[src/rtl/sync_fifo_buffer.sv]
// Single-clock FIFO with pointer-wrap full/empty detection, threshold flags and
// selectable registered-read or first-word-fall-through output.
module sync_fifo_buffer #(
    parameter int DATA_WIDTH         = 8,
    parameter int DEPTH              = 16,
    parameter int ALMOST_FULL_LEVEL  = DEPTH - 2,
    parameter int ALMOST_EMPTY_LEVEL = 2,
    parameter int FWFT               = 0
) (
    input  logic                       clock,
    input  logic                       reset,
    input  logic                       write_enable,
    input  logic [DATA_WIDTH-1:0]      write_data,
    input  logic                       read_enable,
    output logic [DATA_WIDTH-1:0]      read_data,
    output logic                       read_valid,
    output logic                       fifo_full,
    output logic                       fifo_empty,
    output logic                       almost_full,
    output logic                       almost_empty,
    output logic [$clog2(DEPTH):0]     fill_level,
    output logic                       overflow,
    output logic                       underflow
);

    localparam int AW = $clog2(DEPTH);
    localparam int PW = AW + 1;
    localparam logic [PW-1:0] AF_LEVEL = PW'(ALMOST_FULL_LEVEL);
    localparam logic [PW-1:0] AE_LEVEL = PW'(ALMOST_EMPTY_LEVEL);

    logic [DATA_WIDTH-1:0] mem [DEPTH];
    logic [PW-1:0]         write_pointer;
    logic [PW-1:0]         read_pointer;
    logic                  push_ok;
    logic                  pop_ok;

    // Acceptance uses the registered flags, so a push at full is refused even
    // when a pop frees a slot on the same edge.
    assign push_ok = write_enable && !fifo_full;
    assign pop_ok  = read_enable && !fifo_empty;

    assign fifo_empty   = (write_pointer == read_pointer);
    assign fifo_full    = (write_pointer[AW] != read_pointer[AW]) &&
                          (write_pointer[AW-1:0] == read_pointer[AW-1:0]);
    assign almost_full  = (fill_level >= AF_LEVEL);
    assign almost_empty = (fill_level <= AE_LEVEL);

    always_ff @(posedge clock or posedge reset) begin
        if (reset) begin
            write_pointer <= '0;
            read_pointer  <= '0;
            fill_level    <= '0;
            overflow      <= 1'b0;
            underflow     <= 1'b0;
        end else begin
            overflow  <= write_enable && !push_ok;
            underflow <= read_enable && !pop_ok;
            if (push_ok)
                write_pointer <= write_pointer + PW'(1);
            if (pop_ok)
                read_pointer <= read_pointer + PW'(1);
            case ({push_ok, pop_ok})
                2'b10:   fill_level <= fill_level + PW'(1);
                2'b01:   fill_level <= fill_level - PW'(1);
                default: fill_level <= fill_level;
            endcase
        end
    end

    // Storage is deliberately not reset; the pointers alone define valid data.
    always_ff @(posedge clock) begin
        if (push_ok)
            mem[write_pointer[AW-1:0]] <= write_data;
    end

    generate
        if (FWFT == 0) begin : g_registered_read
            always_ff @(posedge clock or posedge reset) begin
                if (reset) begin
                    read_data  <= '0;
                    read_valid <= 1'b0;
                end else begin
                    read_valid <= pop_ok;
                    if (pop_ok)
                        read_data <= mem[read_pointer[AW-1:0]];
                end
            end
        end else begin : g_fall_through
            assign read_data  = mem[read_pointer[AW-1:0]];
            assign read_valid = !fifo_empty;
        end
    endgenerate

endmodule

[config.mk]
export PLATFORM = sky130hd
export DESIGN_NAME = sync_fifo_buffer
export DESIGN_NICKNAME = d
export VERILOG_FILES = /design/src/rtl/sync_fifo_buffer.sv
export SDC_FILE = /design/constraint.sdc
export NUM_CORES = 1
export LEC_CHECK = 0
export BUFFER_PORTS_ARGS = -buffer_cell sky130_fd_sc_hd__buf_2
export CORE_MARGIN = 1
export CORE_UTILIZATION = 60
export CTS_CLUSTER_DIAMETER = 150
export DETAILED_ROUTE_END_ITERATION = 10
export PLACE_DENSITY = 0.78
export REMOVE_ABC_BUFFERS = 1
export SLEW_MARGIN = 20
export SYNTH_ARGS = -nofsm -noshare
export SYNTH_HDL_FRONTEND = slang
export SYNTH_SLANG_ARGS = --single-unit
[constraint.sdc]
create_clock -name clock -period 4 [get_ports clock]
set_input_delay 0.2 -clock clock [delete_from_list [all_inputs] [get_ports clock]]
set_output_delay 0.2 -clock clock [all_outputs]
set_load 0.1 [all_outputs]
* Word-level counts from Yosys, hierarchy flattened
Memories as Yosys holds them, arrays and structs flattened. A register that Yosys moved wholly into a read port is not among the register bits.
Index checks and enable logic that the tools add are counted.
Widths: inputs -> output; s select.
** Storage, ports and cells
- Input bits :: 12
- Memories kept :: 1
- Memory bits (writable) :: 128
- Output and inout port bits :: 20
- Register bits after elaboration :: 18
- Word-level logic and storage cells :: 31
** Operators by class
- Reduce and logical (&&, ||, !) cells :: 10
- Order comparisons :: 2
- Add/sub/neg operators :: 4
- Eq/ne operators :: 5
- Muxes and demuxes :: 3
** Memory list
- mem :: depth 16, bits a word 8, read ports 1, clocked after memory_dff 1, wr ports 1, line 31 : logic [DATA_WIDTH-1:0] mem [DEPTH];
** Operators by type and width (count)
- $add 5x1->5 const B :: 3
- $pmux 5 s2 :: 1
- $eq 5x5->1 :: 1
- $ge 5x4->1 const B :: 1
- $le 5x2->1 const B :: 1
- $logic_and 1x1->1 :: 5
- $sub 5x1->5 const B :: 1
- $eq 4x4->1 :: 1
- $logic_not 1->1 :: 4
- $eq 2x1->1 const B :: 1
- $eq 2x2->1 const B :: 1
- $mux 1 :: 2
- $reduce_bool 2->1 :: 1
- $ne 1x1->1 :: 1

* Depth between registers and ports, before layout
Gate-level depths: netlist of run 1.
- Depth after elaboration :: 6
- Depth in mapped cells :: 13
- Gate-level depth less buffers :: 11

* Worst setup path before layout of run 1
OpenSTA, ideal clock, no wires.
- Path kind :: register to output
- Start :: register fill_level[0]
- End :: output port almost_empty
- Arrival :: 5.648 ns
- Stages on the path, launching flop included :: 2
- Buffers on the path :: 0
- Required time :: 3.800 ns
- Slack :: -1.848 ns
- Path through :: dfrtp_1 > a2111oi_0
** Between the ends
- Longest elaborated chain between the ends :: 1
** Ends and longest elaborated chain
- start, declared :: line 21 : output logic [$clog2(DEPTH):0] fill_level,
- start signal, assigned :: line 63 : 2'b10: fill_level <= fill_level + PW'(1);
- start signal, assigned :: line 64 : 2'b01: fill_level <= fill_level - PW'(1);
- start signal, assigned :: line 65 : default: fill_level <= fill_level;
- $le 5x2->1 :: line 46 : assign almost_empty = (fill_level <= AE_LEVEL);
- end, declared :: line 20 : output logic almost_empty,
No other way between the ends.

* Final worst setup path of run 1
- Start :: register read_pointer[3]
- End :: register fill_level[4]
** Between the ends
- Longest elaborated chain between the ends :: 6
- Elaborated cells between the ends (all ways) :: 11
- Those cells by class :: eq/ne (4); mux (1); reduce/logical (6)
** Ends and longest elaborated chain
- start, declared :: line 33 : logic [PW-1:0] read_pointer;
- start signal, assigned :: line 61 : read_pointer <= read_pointer + PW'(1);
- $eq 4x4->1 :: line 44 : (write_pointer[AW-1:0] == read_pointer[AW-1:0]);
- $logic_and 1x1->1 :: line 43 : assign fifo_full = (write_pointer[AW] != read_pointer[AW]) &&
- $logic_not 1->1 :: line 39 : assign push_ok = write_enable && !fifo_full;
- $logic_and 1x1->1 :: line 39
- $eq 2x1->1 / $eq 2x2->1 (equally long branches) :: line 62 : case ({push_ok, pop_ok})
- $pmux 5 s2 / $reduce_bool 2->1 (equally long branches)
Parallel ways exist; a longest one is shown, timed or not.
A chain may end at the register's enable or synchronous reset.

==> metrics.txt, run 1 <==
router iterations before antenna repair=4; # fillers=619; Syn Area/Cell=18.1 µm²; final cell count without fillers=540; net switching power=2.40 mW; Post-layout nets=413; EDFF count, synth=128; setup violators final=0; Placed Instances=505; largest net degree at the start of global routing=52; Max clock buf depth=2; Resized cells post-CTS=0; GRT Overall Usage=25.0%; Register Area=4500 µm²; Setup CP Type=reg2reg; register area share after synthesis=70.4%; DPL Wire Length=7460 µm; post-synth top area share=60.2%; Crit path arrival time=3650 ps; clk slew on worst S/H paths=70 ps; H-Tree Depth=4; total clock buffers created by CTS=17; cell area after placement=6630 µm²; Setup crit start kind=flop; status=complete, no violations; Comb power frac=37.3%; # IOs=32; RD Place Congestion=0.813; Rows=37; Initial Util=61.8%; die area=11100 µm²; post-CTS setup buffers=0; Pint=3.62 mW; antenna diode count=0; Post-Route Setup TNS=0 ps; die width=105 µm; DRC violations left=0; crit path max fanout=21; TritonCTS clock tree=built; Die H=105 µm; initial antenna violation count=0; Synth async-reset ratio=16.9%; Final Hold Viols=0; Tmin final=3250 ps; Peak VDD IR=644 µV; Net Sw Frac=39.9%; Clock Power Share=26.4%; prevailing post-synth register cell=edfxtp_1; IO buf count=31; share of cells above drive strength 1=21.0%; Crit. End Element=flop; GRT Residual Overflow=0; Max Freq=308 MHz; sequential power share=36.3%; multi-input logic area=1750 µm²; final core occ=70.3%; Root Buffer=clkbuf_8; worst-margin pin slew=715 ps; Slew Limit Fails=0; critical path required time=4400 ps; Synth area leaders=edfxtp_1 (60%), dfrtp_1 (10%), mux4_1 (9.5%); Netlist cell types=34; RSZ-0062 raised after global routing=no; # hold bufs at CTS=3; fin crit share=81.2%; number of synthesized register bits=154; Max-slew headroom=52.3%; final wirelength=12400 µm; Starting DRT DRC Count=401; max_cap viols=0; final antenna-violating net count=0; Synthesis Warnings=0; Vias=3266; Layout area overhead=13.7%; PD cells=830 nW/µm²; Hold Crit Class=in2reg; clk_lat worst skew=530 ps; area of the mapped netlist=6380 µm²; vias in the first global route=3340; Leakage=2.68 nW; clock sinks=154; Final Skew=9.02 ps; Synth area leader=edfxtp_1; WHS=62.8 ps; finished layout cell area=7260 µm²; via-per-instance ratio=6.05; WL/cell=23.0 µm; first-pass GRT wire length=19100 µm; CORE AREA=10300 µm²; Post-Synthesis Cells=353
==> layout make-up <==
cell class / count / share of cell area, %
inverters: 5 / 0.259
flip-flops and latches: 154 / 61.9
clock buffers: 17 / 5.71
clock inverters: 15 / 2.50
multi-input cells: 173 / 24.1
well taps: 136 / 2.34
repair buffers: 40 / 3.17
==> cell usage in the layout (no fill, tap or decap), types with 2 or more instances in the layout <==
cell and instances:
a21oi_1 18, nand2_1 5, nor2b_1 18, xnor2_1 8, a211oi_1 8, clkbuf_16 16, buf_4 6, buf_2 31
dfrtp_1 25, inv_8 4, clkinvlp_4 2, edfxtp_1 128, mux2i_1 8, clkinv_4 4, a21o_1 2, inv_6 3
o21ai_0 3, xor2_1 10, dlygate4sd3_1 3, nor2_1 11, a2111oi_0 9, mux4_1 23, bufinv_16 2, mux2_2 10
inv_1 4, and3_1 17, ha_1 9, nand4_1 3, and2_1 3
==> worst max-delay path, stage by stage, from the launching register on <==
cell,delay [ps]
dfrtp_1,800
xor2_1,290
nor4_4,100
a21boi_1,150
buf_4,220
inv_1,70
ha_1,290
fa_1,440
a21o_1,200
a21oi_1,190
xor2_1,160
nor2_1,60
xor2_1,150
==> cells in the mapped netlist (9+ instances only) <==
cell,count
edfxtp_1,128
dfrtp_1,26
mux4_1,23
a21oi_1,18
nor2b_1,18
and3_1,17
nor2_1,11
mux2_2,10
xor2_1,10
a2111oi_0,9
ha_1,9
==> metrics by stage <==
stage	setup WS [ps]	power [mW]
global placement	956	4.36
global route	553	6.27
floorplan	-1850	3.88
detailed placement	856	4.43
finish	750	6.02
CTS	765	6.05
==> routing by layer <==
layer	global-route usage, %	wire length [µm]	vias up
met3	7.17	830	20
met4	9.56	244	0
met1	34.6	5220	1653
met5	0	0	-
met2	37.9	6100	115
li1	-	-	1478
==> path summary, 6_finish.rpt <==
check / from / endpoint / slack, ps / depth (start not counted)
max reg2reg: read_pointer[3] / fill_level[4] / 750 / 12
min: write_data[0] / mem[3][0] / 60 / 1
max in group asynchronous: reset / read_pointer[2] / 3280 / 3
min reg2reg: write_pointer[4] / write_pointer[4] / 490 / 1
min in group asynchronous: reset / read_data[3] / 280 / 3
max: read_pointer[3] / fill_level[4] / 750 / 12
==> registers in the layout, indices dropped and copies added (netlist names) <==
register	count
underflow	1
mem	128
read_valid	1
read_pointer	5
write_pointer	5
fill_level	5
overflow	1
read_data	8
==> cells by family (layout without fill, tap and decap cells) <==
family	Yosys count	in the layout	share of synthesized area, %
AOI/OAI and AO/OA	43	43	4.49
muxes	42	42	12.8
xor gates and xnor gates	18	18	2.47
buffers and inverters	26	77	2.25
adders and majority gates	10	10	2.08
and+or+nand+nor	60	60	5.49
DFF	154	154	70.4
==> power groups by stage <==
stage / Combinational [mW] / Sequential [mW] / Clock (mW)
floorplan: 1.07 / 2.81 / 0
global placement: 2.17 / 2.19 / 0
detailed placement: 2.22 / 2.21 / 0
CTS: 2.25 / 2.19 / 1.61
global route: 2.38 / 2.21 / 1.68
finish: 2.25 / 2.19 / 1.59
Note: power is estimated with default switching activity, not from simulation.
==> run 2, diff against run 1 <==
Clock period 4 ns to 3 ns, I/O delays scaled along.
==> metrics.txt, run 2 (synthesis results as in run 1) <==
finished layout cell area=7310 µm²; Die H=105 µm; router iterations before antenna repair=5; # IOs=32; Max Freq=355 MHz; Post-layout nets=414; clk_lat worst skew=520 ps; vias in the first global route=3412; Peak VDD IR=731 µV; flip-flop count of the largest register after layout=128; Leakage=2.71 nW; RD Place Congestion=0.797; die width=105 µm; Placed Instances=506; CORE AREA=10300 µm²; Final Skew=8.55 ps; commonest non-fill, non-tap cells in the layout=edfxtp_1 (128), buf_2 (31), dfrtp_1 (25), mux4_1 (23); antenna diode count=0; initial antenna violation count=0; # fillers=612; worst path buffer plus inverter count=1; status=complete, no violations; Root Buffer=clkbuf_8; Crit. End Element=flop; WL/cell=23.6 µm; GRT Overall Usage=24.9%; Hold Crit Class=in2reg; Crit path arrival time=3220 ps; share of cells above drive strength 1=20.3%; via-per-instance ratio=6.24; Setup crit start kind=flop; clock sinks=154; fin crit share=93.9%; Tmin final=2820 ps; DRC violations left=0; worst-margin pin slew=661 ps; IO buf count=31; crit-path most repeated cell=xor2_1; Layout area overhead=14.5%; commonest non-fill, non-tap cell in the layout=edfxtp_1; crit path max fanout=7; max_cap viols=0; final cell count without fillers=540; final wirelength=12700 µm; Largest stage delay, worst path=470 ps; Slew Limit Fails=0; delay-heaviest family, CP=adder cells; flop2flop setup slack=180 ps; die area=11100 µm²; Starting DRT DRC Count=272; worst setup margin=183 ps; Post-Place Worst Slack=284 ps; Initial Util=61.8%; largest net degree at the start of global routing=52; GRT Residual Overflow=0; total clock buffers created by CTS=17; setup violators final=0; Vias=3371; post-CTS setup buffers=0; Rows=37; cell area after placement=6640 µm²; first-pass GRT wire length=19400 µm; crit-path cells=xor2_1 > nor4_4 > a21boi_1 > inv_1 > ha_1 > fa_1 > a21o_1 > a21oi_1 > xor2_1 > nor2_1 > xor2_1; Setup CP Type=reg2reg; RSZ-0062 raised after global routing=no; WHS=18.0 ps; PD cells=1130 nW/µm²; DPL Wire Length=7260 µm; Final Hold Viols=0; Max-slew headroom=55.9%; H-Tree Depth=4; TritonCTS clock tree=built; clk slew on worst S/H paths=60 ps; Slowest cell on crit path=dfrtp_1; final antenna-violating net count=0; critical path required time=3400 ps; Max clock buf depth=2
## run 2: cell count changes in the layout (fill, tap and decap cells not counted), sizes merged
cell | previous run | this run
buf | 37 | 38
bufinv | 2 | 6
clkbuf | 17 | 19
clkinvlp | 2 | 0
inv | 12 | 7
## run 2: routing by layer
metal	up-vias	track usage, %	wire (µm)
met5	-	0	0
met4	0	9.46	193
met3	18	6.18	802
met2	143	39.0	6300
met1	1726	34.2	5430
li1	1484	-	-
## run 2: power breakdown
part           switching (mW)  internal [mW]
Clock                   0.822           1.52
Sequential              0.198           2.68
Combinational            2.10          0.945
## run 2: area by class of cell
cell class | instances | area [µm²] | share of cell area, %
well taps | 136 | 170 | 2.33
multi-input cells | 173 | 1750 | 23.9
flip-flops and latches | 154 | 4500 | 61.5
repair buffers | 41 | 238 | 3.25
clock inverters | 12 | 220 | 3.01
inverters | 5 | 18.8 | 0.257
clock buffers | 19 | 422 | 5.77
## run 2: worst reg2reg max path: cells and delay by family, from the launching register on
kind	cells	cell delay, ps
adders and majority gates	2	730
AOI/OAI and AO/OA	3	630
xor gates and xnor gates	3	610
DFF	1	470
and+or+nand+nor	2	180
buffers and inverters	1	90
## run 2: stage by stage
stage	setup TNS (ps)	power, mW	util (%)
after floorplan	-12920	5.17	-
after global placement	0	5.81	64.3
after detailed placement	0	5.90	64.3
after CTS	0	8.27	70.8
after global routing	0	8.55	70.8
final	0	8.25	70.8
## run 2: path summary, 6_finish.rpt
| check | start | end | cells past startpoint |
|---|---|---|---|
| worst max-delay path | write_pointer[3] | fill_level[4] | 11 |
| worst min register to register | read_pointer[4] | read_pointer[4] | 1 |
| min in group asynchronous | reset | read_data[0] | 3 |
| max in group asynchronous | reset | read_pointer[2] | 3 |
| worst min-delay path | write_data[0] | mem[5][0] | 1 |
| worst max register to register | write_pointer[3] | fill_level[4] | 11 |
## run 2: repair_timing
item                      CTS  global route
hold endpoints to repair   28             0
resized for setup           0             0
hold buffers                3             0
==> run 3, diff against run 2 <==
Settings changed: BUFFER_PORTS_ARGS -buffer_cell sky130_fd_sc_hd__buf_2 to not set, CAP_MARGIN set to 20, DONT_BUFFER_PORTS set to 1, PLACE_DENSITY 0.78 to 0.76, RECOVER_POWER set to 50.
==> metrics.txt, run 3 (synthesis results as in run 1) <==
status=complete, no violations; Initial Util=61.8%; fin crit share=93.4%; setup violators final=0; initial antenna violation count=0; Largest stage delay, worst path=440 ps; H-Tree Depth=4; Hold Crit Class=in2reg; Setup CP Type=reg2reg; post-CTS setup buffers=0; Layout area overhead=13.9%; Tmin final=2800 ps; RR Endpoint=fill_level[4]; clk_lat worst skew=520 ps; net switching power=3.04 mW; clk slew on worst S/H paths=60 ps; vias in the first global route=3234; commonest non-fill, non-tap cell in the layout=edfxtp_1; commonest non-fill, non-tap cells in the layout=edfxtp_1 (128), dfrtp_1 (25), mux4_1 (23), a21oi_1 (18), nor2b_1 (18); antenna diode count=0; flop2flop setup slack=200 ps; Placed Instances=482; via-per-instance ratio=5.98; Root Buffer=clkbuf_8; Comb power frac=30.6%; finished layout cell area=7270 µm²; hold path depth=3; RD Place Congestion=0.777; Max clock buf depth=2; Worst Hold Path EP=write_pointer[0]; HP Start=write_enable; total clock buffers created by CTS=17; worst path buffer plus inverter count=0; worst r2r src=write_pointer[1]; max_cap viols=0; CORE AREA=10300 µm²; DRC violations left=0; sequential power share=41.8%; first-pass GRT wire length=18600 µm; final antenna-violating net count=0; # fillers=634; die width=105 µm; Slowest cell on crit path=dfrtp_1; Peak VDD IR=648 µV; final wirelength=11900 µm; Net Sw Frac=37.9%; Die H=105 µm; Max-slew headroom=8.51%; Crit path arrival time=3170 ps; Vias=3138; TritonCTS clock tree=built; worst-margin pin slew=1370 ps; clock sinks=154; crit-path cells=xor2_1 > nor4_4 > a21boi_2 > ha_1 > fa_1 > a21o_1 > a21oi_1 > xor2_1 > nor2_1 > xor2_1; critical path required time=3370 ps; crit path max fanout=6; Starting DRT DRC Count=286; Rows=37; final cell count without fillers=525; PD cells=1100 nW/µm²; largest net degree at the start of global routing=52; Max Freq=357 MHz; WL/cell=22.8 µm; Post-Route Setup TNS=0 ps; cell area after placement=6560 µm²; GRT Overall Usage=24.4%; R2R cell count=10; router iterations before antenna repair=5; Crit. End Element=flop; Post-Place Worst Slack=209 ps; Final Skew=5.38 ps; Slew Limit Fails=0; Setup crit start kind=flop; Crit. Startpoint=write_pointer[1]; Final Hold Viols=0; Post-layout nets=398; WHS=120 ps; crit-path most repeated cell=xor2_1; # IOs=32; Clock Power Share=27.6%; Leakage=2.62 nW; share of cells above drive strength 1=13.9%; Pint=4.98 mW; delay-heaviest family, CP=adder cells; IO buf count=0; flip-flop count of the largest register after layout=128; RSZ-0062 raised after global routing=no; worst setup margin=199 ps; die area=11100 µm²; GRT Residual Overflow=0; DPL Wire Length=7140 µm
run 3: cell types whose count changed in the layout (fill, tap and decap cells not counted), sizes merged:
cell	before	now
dlygate4sd3	3	11
clkinvlp	0	2
clkbuf	19	28
inv	7	6
buf	38	8
bufinv	6	4
clkinv	4	3
run 3: worst max-delay path by stage:
stage                                to  slack (ps)  cells after the start
after global placement    fill_level[4]         360                     10
after global routing      fill_level[4]          60                     11
final                     fill_level[4]         200                     10
after detailed placement  fill_level[4]         210                     10
after floorplan            almost_empty       -2800                      1
after CTS                 fill_level[4]         200                     10
run 3: what timing repair did:
| action | 4_1_cts | 5_1_grt |
|---|---|---|
| resized for setup | 0 | 0 |
| hold buffers | 11 | 0 |
| hold endpoints to repair | 156 | 0 |
run 3: area by class of cell:
type / instances / area (µm²) / share of cell area [%]
clock buffers: 22 / 453 / 6.23
clock inverters: 10 / 166 / 2.29
inverters: 5 / 18.8 / 0.258
multi-input cells: 173 / 1750 / 24.1
flip-flops and latches: 154 / 4500 / 61.8
well taps: 136 / 170 / 2.34
repair buffers: 25 / 214 / 2.94
run 3: per-stage QoR:
stage	utilization, %	total power [mW]
after global routing	70.4	8.38
after CTS	70.6	8.11
after global placement	63.5	5.77
after floorplan	-	5.17
after detailed placement	63.5	5.84
final	70.4	8.02
run 3: layer usage:
metal	part of all wire (%)	track usage, %	up-vias
met2	52	38.7	86
met1	41	32.5	1594
met4	1.3	10.2	0
li1	-	-	1444
met5	0	0	-
met3	5.7	6.24	14
run 3: worst reg2reg max path, stage by stage (launching register included):
cell,delay (ps)
dfrtp_1,440
xor2_1,190
nor4_4,410
a21boi_2,120
ha_1,290
fa_1,440
a21o_1,190
a21oi_1,170
xor2_1,180
nor2_1,70
xor2_1,140
run 3: power by group through the flow:
stage / logic (mW) / registers [mW] / clock network [mW]
6_report: 2.46 / 3.35 / 2.21
5_1_grt: 2.66 / 3.39 / 2.33
4_1_cts: 2.51 / 3.36 / 2.25
3_5_place_dp: 2.44 / 3.40 / 0
3_3_place_gp: 2.40 / 3.37 / 0
2_1_floorplan: 1.42 / 3.75 / 0
